`src/rtl/demux_pkg.sv`:
```
// Shared definitions for the round-robin / explicit-select demultiplexer.
// Holds the routing-mode encodings and the index-width helper.
package demux_pkg;

  localparam logic MODE_RR  = 1'b0;
  localparam logic MODE_SEL = 1'b1;

  // Bits needed to index n items, never less than one.
  function automatic int unsigned idx_w(input int unsigned n);
    return (n <= 1) ? 1 : $clog2(n);
  endfunction

endpackage

```
`src/rtl/demux_ch_fifo.sv`:
```
// Per-channel FIFO with registered full/empty flags and a registered head word.
// The head register holds its last value once the buffer drains.
module demux_ch_fifo
  import demux_pkg::*;
#(
  parameter int unsigned DATA_W = 8,
  parameter int unsigned DEPTH  = 2
) (
  input  logic              clk,
  input  logic              reset,
  input  logic              push,
  input  logic              pop,
  input  logic [DATA_W-1:0] din,
  output logic              full,
  output logic              empty,
  output logic [DATA_W-1:0] head
);

  localparam int unsigned AW   = idx_w(DEPTH);
  localparam int unsigned CNTW = AW + 1;

  logic [DATA_W-1:0] mem [DEPTH];
  logic [AW-1:0]     wr_ptr_q, wr_ptr_d;
  logic [AW-1:0]     rd_ptr_q, rd_ptr_d;
  logic [CNTW-1:0]   count_q, count_d;
  logic              full_q, full_d;
  logic              empty_q, empty_d;
  logic [DATA_W-1:0] head_q, head_d;
  logic              do_push, do_pop;

  // Pointers wrap naturally because DEPTH is a power of two.
  always_comb begin
    do_push  = push & ~full_q;
    do_pop   = pop & ~empty_q;
    wr_ptr_d = wr_ptr_q + AW'(do_push);
    rd_ptr_d = rd_ptr_q + AW'(do_pop);
    count_d  = count_q + CNTW'(do_push) - CNTW'(do_pop);
    full_d   = (count_d == CNTW'(DEPTH));
    empty_d  = (count_d == '0);
    head_d   = head_q;
    // The new head is the word being written when it lands in the head slot.
    if (!empty_d) begin
      head_d = (do_push && (wr_ptr_q == rd_ptr_d)) ? din : mem[rd_ptr_d];
    end
  end

  always_ff @(posedge clk or posedge reset) begin
    if (reset) begin
      wr_ptr_q <= '0;
      rd_ptr_q <= '0;
      count_q  <= '0;
      full_q   <= 1'b0;
      empty_q  <= 1'b1;
      head_q   <= '0;
    end else begin
      wr_ptr_q <= wr_ptr_d;
      rd_ptr_q <= rd_ptr_d;
      count_q  <= count_d;
      full_q   <= full_d;
      empty_q  <= empty_d;
      head_q   <= head_d;
    end
  end

  always_ff @(posedge clk) begin
    if (do_push) begin
      mem[wr_ptr_q] <= din;
    end
  end

  assign full  = full_q;
  assign empty = empty_q;
  assign head  = head_q;

endmodule

```
`src/rtl/demux_rr_param.sv`:
```
// One-to-NUM_CH demultiplexer: round-robin or explicit destination, with a
// FIFO per output channel and a one-cycle error pulse for illegal destinations.
module demux_rr_param
  import demux_pkg::*;
#(
  parameter int unsigned DATA_W = 8,
  parameter int unsigned NUM_CH = 4,
  parameter int unsigned DEPTH  = 2,
  localparam int unsigned CW    = idx_w(NUM_CH)
) (
  input  logic                     clk,
  input  logic                     reset,
  input  logic                     mode,
  input  logic [CW-1:0]            dest_in,
  input  logic                     valid_in,
  input  logic [DATA_W-1:0]        data_in,
  output logic                     ready_out,
  output logic [NUM_CH-1:0]        valid_out,
  output logic [NUM_CH*DATA_W-1:0] data_out,
  input  logic [NUM_CH-1:0]        ready_in,
  output logic                     err_out
);

  localparam int unsigned NSLOT = 1 << CW;

  logic [CW-1:0]     rr_ptr_q, rr_ptr_d;
  logic              err_q, err_d;
  logic [CW-1:0]     tgt;
  logic              tgt_legal;
  logic              accept;
  logic [NUM_CH-1:0] full, empty, push, pop;
  logic [NSLOT-1:0]  full_pad, push_pad;

  // Target selection and upstream handshake; illegal targets always accept.
  always_comb begin
    tgt       = (mode == MODE_SEL) ? dest_in : rr_ptr_q;
    tgt_legal = (32'(tgt) < NUM_CH);
    full_pad  = '0;
    full_pad[NUM_CH-1:0] = full;
    ready_out = tgt_legal ? ~full_pad[tgt] : 1'b1;
    accept    = valid_in & ready_out & ~reset;
  end

  // Push/pop decode.
  always_comb begin
    push_pad = '0;
    if (accept && tgt_legal) begin
      push_pad[tgt] = 1'b1;
    end
    push      = push_pad[NUM_CH-1:0];
    valid_out = ~empty;
    pop       = valid_out & ready_in;
  end

  // Pointer only moves on round-robin accepts; select mode leaves it parked.
  always_comb begin
    rr_ptr_d = rr_ptr_q;
    err_d    = accept & (mode == MODE_SEL) & ~tgt_legal;
    if (accept && (mode == MODE_RR)) begin
      rr_ptr_d = (32'(rr_ptr_q) == NUM_CH - 1) ? '0 : rr_ptr_q + CW'(1);
    end
  end

  always_ff @(posedge clk or posedge reset) begin
    if (reset) begin
      rr_ptr_q <= '0;
      err_q    <= 1'b0;
    end else begin
      rr_ptr_q <= rr_ptr_d;
      err_q    <= err_d;
    end
  end

  assign err_out = err_q;

  for (genvar g = 0; g < NUM_CH; g++) begin : g_ch
    demux_ch_fifo #(
      .DATA_W (DATA_W),
      .DEPTH  (DEPTH)
    ) u_fifo (
      .clk   (clk),
      .reset (reset),
      .push  (push[g]),
      .pop   (pop[g]),
      .din   (data_in),
      .full  (full[g]),
      .empty (empty[g]),
      .head  (data_out[g*DATA_W +: DATA_W])
    );
  end

endmodule

```
`config.mk`:
```
export PLATFORM = sky130hd
export DESIGN_NAME = demux_rr_param
export DESIGN_NICKNAME = d
export VERILOG_FILES = /design/src/rtl/demux_pkg.sv /design/src/rtl/demux_ch_fifo.sv /design/src/rtl/demux_rr_param.sv
export SDC_FILE = /design/constraint.sdc
export NUM_CORES = 1
export LEC_CHECK = 0
export BUFFER_PORTS_ARGS = -buffer_cell sky130_fd_sc_hd__buf_2
export CAP_MARGIN = 10
export CORE_ASPECT_RATIO = 1.25
export CORE_MARGIN = 4
export CORE_UTILIZATION = 30
export DETAILED_ROUTE_END_ITERATION = 10
export GPL_ROUTABILITY_DRIVEN = 1
export PLACE_DENSITY = 0.48
export SYNTH_ARGS = -nofsm -noshare
export SYNTH_HDL_FRONTEND = slang
export SYNTH_HIERARCHICAL = 1
export SYNTH_SLANG_ARGS = --single-unit
```
`constraint.sdc`:
```
create_clock -name clk -period 3.67 [get_ports clk]
set_input_delay 0.367 -clock clk [delete_from_list [all_inputs] [get_ports clk]]
set_output_delay 0.367 -clock clk [all_outputs]
set_load 0.01 [all_outputs]
```
==> impl_metrics.toml <==
[timing]
min_period_over_period_pct = 87.8
hold_viol = 0
rsz0062_at_grt = "false"
relSlewSlack_pct = 59.6
fin_crit_ns = 3.22
setup_viol = 0
worst_slew_pin_slew_ns = 0.605
fin_tns_setup_ns = 0
drv_slew = 0
skew_ns = 0.00904
fmax_mhz = 310

[cells_and_area]
diodes = 0
drive_above_1_share_pct = 32.3
most-common-layout-cells = "nand2_1, edfxtp_1, dfrtp_1, buf_2, nor2_1"
synthToLayoutAreaGrowth_pct = 19.4
postLayoutCellArea_sq_um = 6620
fin_nets = 524
final_common_cell = "nand2_1"

[worst_hold_path]
hold_path_class = "input pin to register"
hp-start = "data_in[6]"
holdPathEnd = "g_ch[1].u_fifo/mem[0][6]"
worstHoldPathCells = 1

[global_route]
grt_overflow = 0
grt_usage_pct = 11.7
grt_pass1_wl_mm = 18.5
grt_max_degree = 18
antenna_found_initial = 0
grt_pass1_vias = 3425

[detailed_routing]
wl_mm = 11.4
via_count = 3261
viasPerCell = 4.45
ant_nets = 0
wire_per_inst_microns = 15.5
drt-pass1-iter-count = 4
drc = 0
initialDrtViolationCount = 192

[placement]
portBuffers = 54
place.detailed.hpwl_mm = 7.78
routabilityCongestion = 0.690
dpl_cell_area_sq_um = 6050

[logic_synthesis]
syn-num-nets = 457
yosys_warnings = 6
ys_ff_latch = 122
ys_types = 45
synth_area_sq_um = 5550
yosysSeqAreaShare_pct = 60.9
syn_inst = 425
avgSynthCellArea_sq_um = 13.1

[clock_network]
cts_tree = "yes"
cts_setup_buffers = 0
clkSinkCount = 122
root_buffer = "clkbuf_16"
clockBufferDepth = 2
insertion_delay_ns = 0.40
cts_buffers = 17
cts-htree-levels = 4
ctsResizeCount = 0
clkSlewWorstSetupHoldPaths_ns = 0.06

[critical_path]
cp.required_ns = 3.99
critPathCaptureType = "register"
r2r_end = "g_ch[3].u_fifo/head[6]"
critPathMaxStageDelay_ns = 0.55
worst_ep_arrival_time_ns = 3.54
cp-start-kind = "register"
worstPathCellList = "or4_1 -> o31a_1 -> a41o_4 -> nor2_1 -> nand2b_1 -> ha_1 -> inv_1 -> ha_1 -> xnor2_2 -> xnor2_2 -> nor2_4 -> nand2_1 -> o31ai_2"
crit_fanout = 17
setup.worst_path.class = "register to register"
crit_slowest_cell = "or4_1"
worstReg2RegStart = "rr_ptr_q[0]"
reg2reg_depth = 13
reg2reg_slack_ns = 0.45

[die]
coreArea_sq_um = 18200
ioPinCount = 56
dieArea_sq_um = 20700
die_y_microns = 160
start_util_pct = 30.5
die_w_microns = 130
core.rowCount = 55

[job]
maxCapViolations = 0

[power_and_ir_drop]
leakagePower_nw = 2.77
p_per_area_nw_per_um2 = 919
ir_worst_vdd_mv = 0.322

[run_status]
outcome = "complete, no violations"
where the power goes:
group,switching (mW),internal (mW),leakage (nW)
logic,1.31,1.12,1.24
registers,0.251,1.84,1.27
clock network,0.590,0.983,0.266
total,2.15,3.94,2.77
critical path, delay by kind of cell (launching register included):
kind | cells | cell delay, ns
xor gates and xnor gates | 2 | 0.32
AOI/OAI and AO/OA | 3 | 0.50
and+or+nand+nor | 5 | 1.33
adders and majority gates | 2 | 0.48
buffers and inverters | 1 | 0.04
DFF | 1 | 0.46
sequential cells by signal, indices dropped and copies added (netlist names):
signal                flops
g_ch.u_fifo/mem          64
rr_ptr_q                  2
g_ch.u_fifo/full          4
g_ch.u_fifo/rd_ptr_q      4
g_ch.u_fifo/empty         4
g_ch.u_fifo/wr_ptr_q      4
g_ch.u_fifo/head         32
g_ch.u_fifo/count_q       8
metal layers:
metal / up-vias / global-route usage (%) / wire length, microns
met1: 1598 / 15.3 / 5210
li1: 1599 / - / -
met4: 0 / 4.35 / 157
met2: 53 / 18.3 / 5570
met5: - / 0 / 0
met3: 11 / 3.61 / 439
through the flow:
step	hold slack, ns	power, mW	std cells	utilization [%]	setup slack [ns]
floorplan	0.117	4.01	425	-	0.705
CTS	0.352	6.19	733	36.5	0.404
global route	0.347	6.53	733	36.5	0.162
detailed placement	0.302	4.60	700	33.3	0.379
global placement	0.302	4.53	700	33.3	0.435
finish	0.362	6.08	733	36.5	0.447
layout make-up:
cell class / count / area, sq um
Fill cell: 1797 / 11500
Sequential cell: 122 / 3380
Multi-Input combinational cell: 267 / 1980
Clock buffer: 21 / 472
Timing Repair Buffer: 58 / 303
Tap cell: 228 / 285
Inverter: 26 / 113
Clock inverter: 11 / 93.8
synthesized netlist by cell type:
| library cell | instances | area share (%) |
|---|---|---|
| nand2_1 | 83 | 5.6 |
| edfxtp_1 | 64 | 35 |
| dfrtp_1 | 54 | 24 |
| nor2_1 | 33 | 2.2 |
| o31ai_2 | 24 | 5.4 |
| inv_1 | 23 | 1.6 |
| ha_1 | 14 | 3.2 |
| and3_1 | 12 | 1.4 |
| and3_2 | 12 | 1.6 |
| mux2_2 | 8 | 1.6 |
| mux2i_1 | 8 | 1.4 |
| nor2b_1 | 8 | 0.90 |
| o21ai_1 | 8 | 0.72 |
| nand2b_1 | 6 | 0.68 |
| xnor2_2 | 6 | 1.8 |
| xnor2_1 | 5 | 0.79 |
| buf_4 | 4 | 0.54 |
| dfstp_2 | 4 | 1.9 |
| nor2_4 | 4 | 0.81 |
| nor2b_4 | 4 | 0.99 |
| xor2_1 | 4 | 0.63 |
| buf_6 | 3 | 0.61 |
| clkinv_4 | 3 | 0.47 |
| nand2_2 | 3 | 0.34 |
| o32a_1 | 3 | 0.54 |
| xnor2_4 | 3 | 1.5 |
| buf_2 | 2 | 0.18 |
| mux2_1 | 2 | 0.41 |
| o31a_1 | 2 | 0.32 |
| a21o_2 | 1 | 0.16 |
| a21oi_2 | 1 | 0.16 |
| a31oi_1 | 1 | 0.11 |
| a41o_4 | 1 | 0.38 |
| and2_1 | 1 | 0.11 |
| and3b_1 | 1 | 0.16 |
| clkbuf_1 | 1 | 0.068 |
| conb_1 | 1 | 0.068 |
| mux2i_4 | 1 | 0.41 |
| nand3_1 | 1 | 0.090 |
| nand4_1 | 1 | 0.11 |
| nor3b_1 | 1 | 0.14 |
| o21bai_1 | 1 | 0.14 |
| or4_1 | 1 | 0.14 |
| or4b_1 | 1 | 0.18 |
| xor2_4 | 1 | 0.50 |
cell families after synthesis:
group                      count (synthesis)  synth area share [%]
other                                      1                0.0676
muxes                                     19                  3.88
DFF                                      122                  60.9
buffers and inverters                     36                  3.43
AOI/OAI and AO/OA                         42                  7.94
and+or+nand+nor                          172                  15.5
adders and majority gates                 14                  3.16
xor gates and xnor gates                  19                  5.16
worst max path at each step:
stage          slack, ns   startpoint                endpoint  depth (start not counted)
2_1_floorplan       0.70  rr_ptr_q[0]  g_ch[2].u_fifo/head[1]                         13
3_3_place_gp        0.43         mode  g_ch[3].u_fifo/head[3]                         14
3_5_place_dp        0.38         mode  g_ch[3].u_fifo/head[6]                         14
4_1_cts             0.40  rr_ptr_q[0]  g_ch[3].u_fifo/head[6]                         13
5_1_grt             0.16  rr_ptr_q[0]  g_ch[3].u_fifo/head[7]                         13
6_report            0.45  rr_ptr_q[0]  g_ch[3].u_fifo/head[6]                         13
what timing repair did:
item	in CTS	in global routing
hold buffers	1	0
hold endpoints to repair	2	0
setup endpoints to repair	0	0
(Power assumes the default switching activity.)
